### src/rtl/slave_i2c_pkg.sv
// Shared definitions for the slave bus condition detector and the slave FSM.
package slave_i2c_pkg;

    typedef enum logic [1:0] {
        ST_IDLE   = 2'd0,
        ST_BUSY   = 2'd1,
        ST_SETTLE = 2'd2
    } bus_state_e;

    typedef struct packed {
        logic start;
        logic rstart;
        logic stop;
        logic tbuf;
    } bus_pulse_t;

    localparam int DEF_SYNC_STAGES     = 2;
    localparam int DEF_FILTER_DEPTH    = 3;
    localparam int DEF_BUS_FREE_CYCLES = 8;
    localparam int DEF_TIMEOUT_CYCLES  = 1000;

endpackage

### src/rtl/slave_glitch_filter.sv
// Per-line synchroniser plus glitch filter; the filtered line only moves after
// the synchronised value has differed for FILTER_DEPTH consecutive cycles.
module slave_glitch_filter #(
    parameter int SYNC_STAGES  = 2,
    parameter int FILTER_DEPTH = 3
) (
    input  logic clk_i,
    input  logic rst_i,
    input  logic line_i,
    output logic line_o
);

    localparam int CW = $clog2(FILTER_DEPTH) + 1;

    logic [SYNC_STAGES-1:0] sync_q, sync_d;
    logic [CW-1:0]          cnt_q, cnt_d;
    logic                   filt_q, filt_d;
    logic                   sync_s;

    assign sync_s = sync_q[SYNC_STAGES-1];
    assign sync_d = {sync_q[SYNC_STAGES-2:0], line_i};

    always_comb begin
        filt_d = filt_q;
        cnt_d  = '0;
        if (sync_s != filt_q) begin
            if (cnt_q == CW'(FILTER_DEPTH - 1)) begin
                filt_d = sync_s;
            end else begin
                cnt_d = cnt_q + CW'(1);
            end
        end
    end

    always_ff @(posedge clk_i) begin
        if (rst_i) begin
            sync_q <= '1;
            cnt_q  <= '0;
            filt_q <= 1'b1;
        end else begin
            sync_q <= sync_d;
            cnt_q  <= cnt_d;
            filt_q <= filt_d;
        end
    end

    assign line_o = filt_q;

endmodule

### src/rtl/slave_bus_condition_detector.sv
// Oversampled START / repeated START / STOP detector with bus busy/free tracking.
// Optional SCL-stuck-low timeout is built when SLAVE_BUS_TIMEOUT_EN is defined.
module slave_bus_condition_detector
    import slave_i2c_pkg::*;
#(
    parameter int SYNC_STAGES     = DEF_SYNC_STAGES,
    parameter int FILTER_DEPTH    = DEF_FILTER_DEPTH,
    parameter int BUS_FREE_CYCLES = DEF_BUS_FREE_CYCLES,
    parameter int TIMEOUT_CYCLES  = DEF_TIMEOUT_CYCLES
) (
    input  logic slave_clock,
    input  logic slave_reset,
    input  logic slave_scl_in,
    input  logic slave_sda_in,
    output logic scl_filt,
    output logic sda_filt,
    output logic start_pulse,
    output logic rstart_pulse,
    output logic stop_pulse,
    output logic start_stop_detect,
    output logic bus_busy,
    output logic bus_free,
    output logic tbuf_violation,
    output logic scl_timeout
);

    localparam int FW = $clog2(BUS_FREE_CYCLES) + 1;

    if (SYNC_STAGES < 2 || FILTER_DEPTH < 1 || BUS_FREE_CYCLES < 1 || TIMEOUT_CYCLES < 1) begin : g_bad_param
        $error("slave_bus_condition_detector: parameter out of range");
    end

    logic       scl_prev_q, sda_prev_q;
    logic       start_det, stop_det;
    bus_state_e state_q, state_d;
    logic [FW-1:0] free_cnt_q, free_cnt_d;
    bus_pulse_t pulse_q, pulse_d;
    logic       ssd_q;

    slave_glitch_filter #(.SYNC_STAGES(SYNC_STAGES), .FILTER_DEPTH(FILTER_DEPTH)) u_scl_filt (
        .clk_i (slave_clock),
        .rst_i (slave_reset),
        .line_i(slave_scl_in),
        .line_o(scl_filt)
    );

    slave_glitch_filter #(.SYNC_STAGES(SYNC_STAGES), .FILTER_DEPTH(FILTER_DEPTH)) u_sda_filt (
        .clk_i (slave_clock),
        .rst_i (slave_reset),
        .line_i(slave_sda_in),
        .line_o(sda_filt)
    );

    // SCL must be high in both samples, so a simultaneous SCL edge is treated as data.
    assign start_det = scl_prev_q & scl_filt & sda_prev_q & ~sda_filt;
    assign stop_det  = scl_prev_q & scl_filt & ~sda_prev_q & sda_filt;

`ifdef SLAVE_BUS_TIMEOUT_EN
    localparam int TW = $clog2(TIMEOUT_CYCLES) + 1;
    logic [TW-1:0] tmo_cnt_q, tmo_cnt_d;
    logic          tmo_flag_q, tmo_flag_d;
    logic          tmo_hit;

    assign tmo_hit = (state_q == ST_BUSY) && !scl_filt && (tmo_cnt_q == TW'(TIMEOUT_CYCLES - 1));

    always_comb begin
        tmo_cnt_d  = '0;
        tmo_flag_d = tmo_flag_q;
        if (state_q == ST_BUSY && !scl_filt && !tmo_hit)
            tmo_cnt_d = tmo_cnt_q + TW'(1);
        if (tmo_hit)
            tmo_flag_d = 1'b1;
        else if (start_det)
            tmo_flag_d = 1'b0;
    end

    always_ff @(posedge slave_clock) begin
        if (slave_reset) begin
            tmo_cnt_q  <= '0;
            tmo_flag_q <= 1'b0;
        end else begin
            tmo_cnt_q  <= tmo_cnt_d;
            tmo_flag_q <= tmo_flag_d;
        end
    end

    assign scl_timeout = tmo_flag_q;
`else
    logic tmo_hit;
    assign tmo_hit     = 1'b0;
    assign scl_timeout = 1'b0;
`endif

    always_ff @(posedge slave_clock) begin
        if (slave_reset) begin
            scl_prev_q <= 1'b1;
            sda_prev_q <= 1'b1;
            state_q    <= ST_IDLE;
            free_cnt_q <= '0;
            pulse_q    <= '0;
            ssd_q      <= 1'b0;
        end else begin
            scl_prev_q <= scl_filt;
            sda_prev_q <= sda_filt;
            state_q    <= state_d;
            free_cnt_q <= free_cnt_d;
            pulse_q    <= pulse_d;
            ssd_q      <= pulse_d.start | pulse_d.rstart | pulse_d.stop;
        end
    end

    always_comb begin
        state_d    = state_q;
        free_cnt_d = free_cnt_q;
        case (state_q)
            ST_IDLE: begin
                if (start_det) state_d = ST_BUSY;
            end
            ST_BUSY: begin
                if (stop_det) begin
                    state_d    = ST_SETTLE;
                    free_cnt_d = '0;
                end else if (tmo_hit) begin
                    state_d = ST_IDLE;
                end
            end
            ST_SETTLE: begin
                if (start_det) begin
                    state_d    = ST_BUSY;
                    free_cnt_d = '0;
                end else if (scl_filt && sda_filt) begin
                    if (free_cnt_q >= FW'(BUS_FREE_CYCLES - 1)) begin
                        state_d    = ST_IDLE;
                        free_cnt_d = '0;
                    end else begin
                        free_cnt_d = free_cnt_q + FW'(1);
                    end
                end else begin
                    free_cnt_d = '0;
                end
            end
            default: begin
                state_d    = ST_IDLE;
                free_cnt_d = '0;
            end
        endcase
    end

    always_comb begin
        pulse_d      = '0;
        pulse_d.stop = stop_det;
        case (state_q)
            ST_IDLE:   pulse_d.start  = start_det;
            ST_BUSY:   pulse_d.rstart = start_det;
            ST_SETTLE: begin
                pulse_d.start = start_det;
                pulse_d.tbuf  = start_det;
            end
            default:   pulse_d = '0;
        endcase
        bus_busy = (state_q == ST_BUSY);
        bus_free = (state_q == ST_IDLE);
    end

    assign start_pulse       = pulse_q.start;
    assign rstart_pulse      = pulse_q.rstart;
    assign stop_pulse        = pulse_q.stop;
    assign tbuf_violation    = pulse_q.tbuf;
    assign start_stop_detect = ssd_q;

endmodule
### config.mk
export PLATFORM = sky130hd
export DESIGN_NAME = slave_bus_condition_detector
export DESIGN_NICKNAME = d
export VERILOG_FILES = /design/src/rtl/slave_i2c_pkg.sv /design/src/rtl/slave_glitch_filter.sv /design/src/rtl/slave_bus_condition_detector.sv
export SDC_FILE = /design/constraint.sdc
export NUM_CORES = 1
export LEC_CHECK = 0
export CORE_ASPECT_RATIO = 0.9
export CORE_MARGIN = 4
export CORE_UTILIZATION = 45
export DETAILED_ROUTE_END_ITERATION = 7
export PLACE_DENSITY_LB_ADDON = 0.15
export SYNTH_ARGS = -nofsm -noshare
export SYNTH_HDL_FRONTEND = slang
export SYNTH_SLANG_ARGS = --single-unit
### constraint.sdc
create_clock -name slave_clock -period 1.6 [get_ports slave_clock]
set_clock_uncertainty 0.15 [all_clocks]
set_input_delay 0.48 -clock slave_clock [delete_from_list [all_inputs] [get_ports slave_clock]]
set_output_delay 0.48 -clock slave_clock [all_outputs]
set_load 0.03 [all_outputs]
==> reports/summary.log, run 1 <==
[grt] first-pass GRT wire length 2860 um
[outcome] violations in the final reports negative setup slack
[pwr] clock network fraction of total power 0.289
[grt] global routing met3 resource utilization 0.0537
[place] number of port buffers 12
[pwr] internal power 0.743 mW
[synth] total standard cell area after synthesis 1030 sq um
[job] max-cap violations 0
[synth] sequential area share after synthesis 0.484
[timing] final setup fails 1
[timing] final critical-path required period 1620 ps
[synth] Post-Synthesis Mean Instance Area 9.49 sq um
[min_path] Worst Min Path Start u_sda_filt.sync_q[0]$_SDFF_PP1_
[grt] met2 usage in global routing 0.210
[die] number of I/O pins 14
[critical_path] Critical R2R Launch u_scl_filt.cnt_q[0]$_SDFF_PP0_
[place] final weighted congestion of routability-driven global placement 0.717
[detailed_routing] final routed wirelength across all metal layers 1720 um
[grt] antenna violations before repair 0
[die] Core Box Area 2180 sq um
[min_path] Worst Hold End u_sda_filt.sync_q[1]$_SDFF_PP1_
[timing] worst hold margin 273 ps
[die] overall die area 3130 sq um
[outcome] run status complete, but fails checks
[die] vertical die dimension 53.5 um
[final_layout] proportion of layout cells with a drive suffix above 1 0.307
[detailed_routing] routed wire length per instance 11.2 um
[cts] Root Buffer sky130_fd_sc_hd__clkbuf_4
[cts] Clock transition at path regs 130 ps
[pwr] net switching power 0.198 mW
[final_layout] leading cell types in the layout, fill and taps excluded 21 x sky130_fd_sc_hd__dfxtp_1, 14 x sky130_fd_sc_hd__buf_4, 8 x sky130_fd_sc_hd__inv_1, 7 x sky130_fd_sc_hd__nor2_1, 6 x sky130_fd_sc_hd__or2_2
[die] standard-cell rows 16
[final_layout] commonest non-fill, non-tap cell in the layout sky130_fd_sc_hd__dfxtp_1
[die] Die Width 58.5 um
[cts] clock buffer depth 2
[grt] Most Crowded Layer GR met2
[timing] Final Cycle Share 1.01
[synth] flop and latch count out of synthesis 25
[cts] TritonCTS Buffers 3
[detailed_routing] DRC 0
[grt] maximum number of pins on one net before global-route repair 16
[pwr] leakage power total 0.508 nW
[min_path] type of the most critical hold path reg2reg
[cts] quantity of hold-fixing buffers added after cts 0
[timing] achievable clock frequency 619 MHz
[final_layout] antenna fix cells 0
[critical_path] max incr delay on CP 430 ps
[pwr] share of total power in combinational logic 0.043
[final_layout] area delta synth->final 20.2%
[final_layout] number of nets in the layout 137
[pwr] power share of the sequential group 0.668
[timing] final count of hold timing violations 0
[grt] met1 track demand over resource in global routing 0.141
[timing] RSZ-0062 raised after global routing yes
[cts] clock latency on the worst-skew pair 310 ps
[pwr] power density normalized to cell area 757 nW/um^2
[detailed_routing] number of antenna-violating nets in the routed design 0
[critical_path] slowest stage cell on the critical path sky130_fd_sc_hd__dfxtp_4
[critical_path] data required time at the worst endpoint 970 ps
[cts] number of sinks driven by the clock tree 25
[critical_path] Setup crit end kind output port
[critical_path] worst-path maximum fanout 7
[critical_path] origin of the worst setup path state_q[0]$_SDFFE_PP0P_
[synth] number of distinct library cells after synthesis 34
[critical_path] r2r worst-path depth 5
[cts] CTS H-tree depth 1
[pwr] net switching fraction of the power 0.210
[critical_path] end of the worst register-to-register path u_scl_filt.cnt_q[1]$_SDFF_PP0_
[min_path] worst hold path depth 1
[critical_path] crit-path cells nand2b_4 > inv_2 > buf_6
[synth] most common flop cell mapped by yosys sky130_fd_sc_hd__dfxtp_1
[critical_path] setup slack, reg-to-reg 160 ps
[grt] vias in the first global route 690
[detailed_routing] detailed-routing iteration count for the pre-antenna-repair pass 4
[place] DP HPWL 1280 um
[grt] grt ovf 0
[synth] count of flip-flops with a built-in enable after synthesis 0
[timing] Final Worst Setup Slack -16.5 ps
[cts] clock tree from TritonCTS done
[synth] synthesized net count 118
[synth] async set-reset flop share out of synthesis 0
[die] starting density of the core 0.474
[detailed_routing] drt via density 5.01
[grt] Total Routing Usage GR 0.122
[critical_path] Worst Setup Path Type reg2out
[place] pre-CTS setup slack -286 ps
[synth] Post-Synthesis Cells 109
[critical_path] Crit path arrival time 990 ps
[detailed_routing] drt first-iter violations 12
[pwr] Peak VDD IR 794 uV
[detailed_routing] total number of vias 771
[timing] number of max-slew violations in the final report 0
[synth] number of warnings printed during yosys synthesis 0
[critical_path] CP Launch Type register
-- stage by stage --
stage / instance area (sq um) / instances / power, mW / TNS (ps) / utilization
after floorplan: 1030 / 109 / 0.673 / 0 / -
after detailed placement: 1160 / 146 / 0.688 / -2770 / 0.530
after CTS: 1210 / 151 / 0.957 / -31.3 / 0.556
final: 1240 / 154 / 0.941 / -16.5 / 0.570
after global placement: 1160 / 146 / 0.687 / -2370 / 0.530
after global routing: 1240 / 154 / 0.982 / -83.0 / 0.570
-- worst max-delay path by stage --
stage | endpoint | cells past startpoint
floorplan | free_cnt_q[3]$_SDFFE_PP0P_ | 4
global placement | start_pulse$_SDFF_PP0_ | 4
detailed placement | start_pulse$_SDFF_PP0_ | 4
CTS | bus_busy | 3
global route | bus_busy | 3
finish | bus_busy | 3
-- Yosys cell counts, types with 2 or more instances --
cell type,n,area share
sky130_fd_sc_hd__inv_1,9,0.033
sky130_fd_sc_hd__a21oi_1,4,0.019
sky130_fd_sc_hd__or3_1,3,0.018
sky130_fd_sc_hd__clkbuf_1,2,0.0073
sky130_fd_sc_hd__nor2b_1,4,0.024
sky130_fd_sc_hd__nor2_2,3,0.018
sky130_fd_sc_hd__o32ai_1,2,0.017
sky130_fd_sc_hd__or2_2,6,0.036
sky130_fd_sc_hd__nor2_1,8,0.029
sky130_fd_sc_hd__nor3_1,4,0.019
sky130_fd_sc_hd__a211o_1,2,0.017
sky130_fd_sc_hd__nand2_1,5,0.018
sky130_fd_sc_hd__xnor2_1,3,0.025
sky130_fd_sc_hd__ha_1,5,0.060
sky130_fd_sc_hd__nor3b_1,2,0.015
sky130_fd_sc_hd__nand4b_1,2,0.017
sky130_fd_sc_hd__nand2b_1,4,0.024
sky130_fd_sc_hd__dfxtp_1,25,0.48
-- registers in the layout, indices dropped and copies added, names as in the netlist --
| name | cells |
|---|---|
| u_sda_filt.cnt_q | 3 |
| tbuf_violation | 1 |
| u_scl_filt.cnt_q | 3 |
| u_scl_filt.line_o | 1 |
| free_cnt_q | 4 |
| u_sda_filt.sync_q | 2 |
| scl_prev_q | 1 |
| u_scl_filt.sync_q | 2 |
| sda_prev_q | 1 |
| u_sda_filt.line_o | 1 |
| start_pulse | 1 |
| start_stop_detect | 1 |
| state_q | 2 |
| stop_pulse | 1 |
| rstart_pulse | 1 |
-- timing repair --
| action | in CTS | in global routing |
|---|---|---|
| cloned | 0 | 0 |
| endpoints found under the setup margin | 4 | 4 |
| buffers inserted | 1 | 3 |
| pin swaps | 0 | 0 |
| resized for setup | 9 | 3 |
-- metal layers --
| metal | vias to the layer above | wire (um) |
|---|---|---|
| met1 | 349 | 772 |
| li1 | 402 | - |
| met2 | 18 | 816 |
| met5 | - | 0 |
| met4 | 0 | 8 |
| met3 | 2 | 121 |
-- worst max-delay path: cells and delay by family (launching register included) --
| family | cells | cell delay (ps) |
|---|---|---|
| buffers and inverters | 2 | 180 |
| and+or+nand+nor | 1 | 60 |
| DFF | 1 | 430 |
-- layout make-up --
class,instances,area [sq um]
fillers,202,938
clock buffers,4,26.3
repair buffers,19,158
flip-flops and latches,25,513
well taps,27,33.8
inverters,9,33.8
multi-input cells,70,479
-- kinds of logic after synthesis --
kind of cell,count (synthesis),synth area share
buf+inv,14,0.0629
compound gates,16,0.110
xor+xnor,3,0.0254
flops,25,0.484
other cells,1,0.00362
simple gates,45,0.254
fa+ha+maj,5,0.0605
-- power groups by stage --
stage	logic, mW	clock network, mW	registers, mW
floorplan	0.0260	0	0.647
global placement	0.0395	0	0.647
detailed placement	0.0401	0	0.648
CTS	0.0404	0.286	0.631
global route	0.0448	0.307	0.630
finish	0.0408	0.272	0.629
No activity file was read; power rests on OpenSTA's default activity.
==> run 2: changes to the inputs <==
Settings changed: CORE_UTILIZATION 45 to 52.
==> reports/summary.log, run 2 (same netlist as run 1, synthesis figures left out) <==
[outcome] run status complete, but fails checks
[outcome] violations in the final reports negative setup slack
[detailed_routing] total number of vias 807 [+4.7%]
[timing] RSZ-0062 raised after global routing yes
[cts] TritonCTS Buffers 3 [unchanged]
[detailed_routing] final routed wirelength across all metal layers 1740 um [+1.1%]
[critical_path] worst-path maximum fanout 6 [-1]
[critical_path] Crit path arrival time 1030 ps [+40 ps]
[critical_path] Worst Setup Path Type reg2out
[timing] Final Cycle Share 1.04 [+0.0285]
[grt] Total Routing Usage GR 0.150 [+0.0278]
[final_layout] area delta synth->final 21.5%
[timing] final critical-path required period 1660 ps [+45.5 ps]
[die] overall die area 2770 sq um [-12%]
[cts] clock latency on the worst-skew pair 330 ps [+20 ps]
[timing] achievable clock frequency 602 MHz [-2.7%]
[final_layout] proportion of layout cells with a drive suffix above 1 0.326 [+0.0185]
[job] max-cap violations 0 [unchanged]
[final_layout] area occupied by multi-input gates 479 sq um [unchanged]
[critical_path] CP Launch Type register
[pwr] power density normalized to cell area 754 nW/um^2 [-0.40%]
[critical_path] Setup crit end kind output port
[place] final weighted congestion of routability-driven global placement 0.809 [+13%]
[die] vertical die dimension 50.3 um [-5.9%]
[grt] vias in the first global route 702 [+1.7%]
[detailed_routing] drt first-iter violations 7 [-5]
[pwr] Peak VDD IR 689 uV [-13%]
[min_path] type of the most critical hold path reg2reg
[place] number of port buffers 12 [unchanged]
[grt] first-pass GRT wire length 2930 um [+2.2%]
[cts] Clock transition at path regs 130 ps [about the same]
[detailed_routing] DRC 0 [unchanged]
[final_layout] number of nets in the layout 139 [+1.5%]
[final_layout] sequential cell area 515 sq um [+0.49%]
[cts] clock tree from TritonCTS done
[grt] grt ovf 0 [unchanged]
[cts] number of sinks driven by the clock tree 25 [unchanged]
[die] starting density of the core 0.546 [+0.0717]
[grt] antenna violations before repair 0 [unchanged]
[detailed_routing] number of antenna-violating nets in the routed design 0 [unchanged]
[final_layout] Largest register FFs 4 [unchanged]
[timing] final setup fails 1 [unchanged]
[die] Die Width 55.0 um [-6.0%]
[final_layout] commonest non-fill, non-tap cell in the layout sky130_fd_sc_hd__dfxtp_1
[cts] clock buffer depth 2 [unchanged]
[place] placed cell areas 1160 sq um [+0.65%]
[detailed_routing] drt via density 5.24 [+4.7%]
[final_layout] number of fillers in the final layout 155 [-23%]
[cts] CTS H-tree depth 1 [unchanged]
[timing] number of max-slew violations in the final report 0 [unchanged]
[detailed_routing] detailed-routing iteration count for the pre-antenna-repair pass 4 [unchanged]
[timing] Final Worst Setup Slack -62.0 ps [-45.5 ps]
[cts] quantity of hold-fixing buffers added after cts 0 [unchanged]
[timing] setup tns final -62.0 ps [-45.5 ps]
[detailed_routing] routed wire length per instance 11.3 um [+1.1%]
[final_layout] Finished Cell Area 1260 sq um [+1.1%]
[grt] maximum number of pins on one net before global-route repair 18 [+2]
[cts] Root Buffer sky130_fd_sc_hd__clkbuf_4
[final_layout] antenna fix cells 0 [unchanged]
[final_layout] leading cell types in the layout, fill and taps excluded 21 x sky130_fd_sc_hd__dfxtp_1, 15 x sky130_fd_sc_hd__buf_4, 8 x sky130_fd_sc_hd__inv_1, 7 x sky130_fd_sc_hd__nor2_1, 6 x sky130_fd_sc_hd__or2_2
[final_layout] top register by number of flip-flops free_cnt_q
[die] standard-cell rows 15 [-1]
[final_layout] biggest registers after layout free_cnt_q (4), u_scl_filt.cnt_q (3), u_sda_filt.cnt_q (3)
[timing] final count of hold timing violations 0 [unchanged]
[pwr] leakage power total 0.521 nW [+2.4%]
[die] Core Box Area 1900 sq um [-13%]
[place] DP HPWL 1230 um [-4.6%]
[die] number of I/O pins 14 [unchanged]
[critical_path] data required time at the worst endpoint 970 ps [about the same]
run 2: changes by cell type in the layout (fill, tap and decap cells not counted):
cell and change:
sky130_fd_sc_hd__dfxtp_2 -1, sky130_fd_sc_hd__clkinv_2 +1, sky130_fd_sc_hd__clkbuf_1 -1, sky130_fd_sc_hd__buf_4 +1, sky130_fd_sc_hd__buf_2 +1, sky130_fd_sc_hd__dfxtp_4 +1
run 2: routing by layer:
| layer | global-route usage | vias up | share of wire |
|---|---|---|---|
| met2 | 0.222 | 22 | 0.50 |
| li1 | - | 407 | - |
| met1 | 0.178 | 371 | 0.40 |
| met5 | 0 | - | 0 |
| met3 | 0.0623 | 7 | 0.068 |
| met4 | 0.0850 | 0 | 0.033 |
run 2: worst max-delay path, stage by stage, from the launching register on:
cell and delay, ps:
sky130_fd_sc_hd__dfxtp_4 390, sky130_fd_sc_hd__nand2b_4 140, sky130_fd_sc_hd__inv_2 60, sky130_fd_sc_hd__buf_6 120
run 2: final cells by class:
| cell class | count | share of cell area |
|---|---|---|
| sequential | 25 | 0.410 |
| multi-input combinational | 70 | 0.381 |
| timing repair buffer | 21 | 0.135 |
| inverter | 9 | 0.0269 |
| tap | 25 | 0.0249 |
| clock buffer | 3 | 0.0179 |
| clock inverter | 1 | 0.00398 |
run 2: timing repair:
action	4_1_cts	5_1_grt
pin swaps	1	0
setup buffers	1	4
setup endpoints to repair	5	5
gates resized for setup	14	4
run 2: final timing paths:
check / startpoint / end / slack [ps] / cells after the start
worst max register to register: state_q[1]$_SDFFE_PP0P_ / state_q[1]$_SDFFE_PP0P_ / 150 / 5
worst max-delay path: state_q[1]$_SDFFE_PP0P_ / bus_busy / -60 / 3
worst min-delay path: u_sda_filt.sync_q[0]$_SDFF_PP1_ / u_sda_filt.sync_q[1]$_SDFF_PP1_ / 280 / 1
worst min register to register: u_sda_filt.sync_q[0]$_SDFF_PP1_ / u_sda_filt.sync_q[1]$_SDFF_PP1_ / 280 / 1
run 2: power breakdown:
part	internal (mW)	switching, mW
sequential	0.623	0.00426
combinational	0.0231	0.0203
clock	0.0940	0.183
total	0.740	0.208
run 2: metrics by stage:
stage / hold WS (ps) / std cells / utilization / power [mW] / worst slack, ps
6_report: 276 / 154 / 0.663 / 0.948 / -62.0
3_3_place_gp: 242 / 145 / 0.615 / 0.688 / -229
2_1_floorplan: 239 / 109 / - / 0.673 / 107
4_1_cts: 280 / 150 / 0.648 / 0.966 / -72.1
5_1_grt: 276 / 154 / 0.663 / 1.00 / -131
3_5_place_dp: 249 / 145 / 0.615 / 0.690 / -241
==> run 3: changes to the inputs <==
Settings changed: GPL_ROUTABILITY_DRIVEN set to 0.
==> results of run 3 <==
Same layout as run 2: the final DEF is identical, and so are final timing and power.
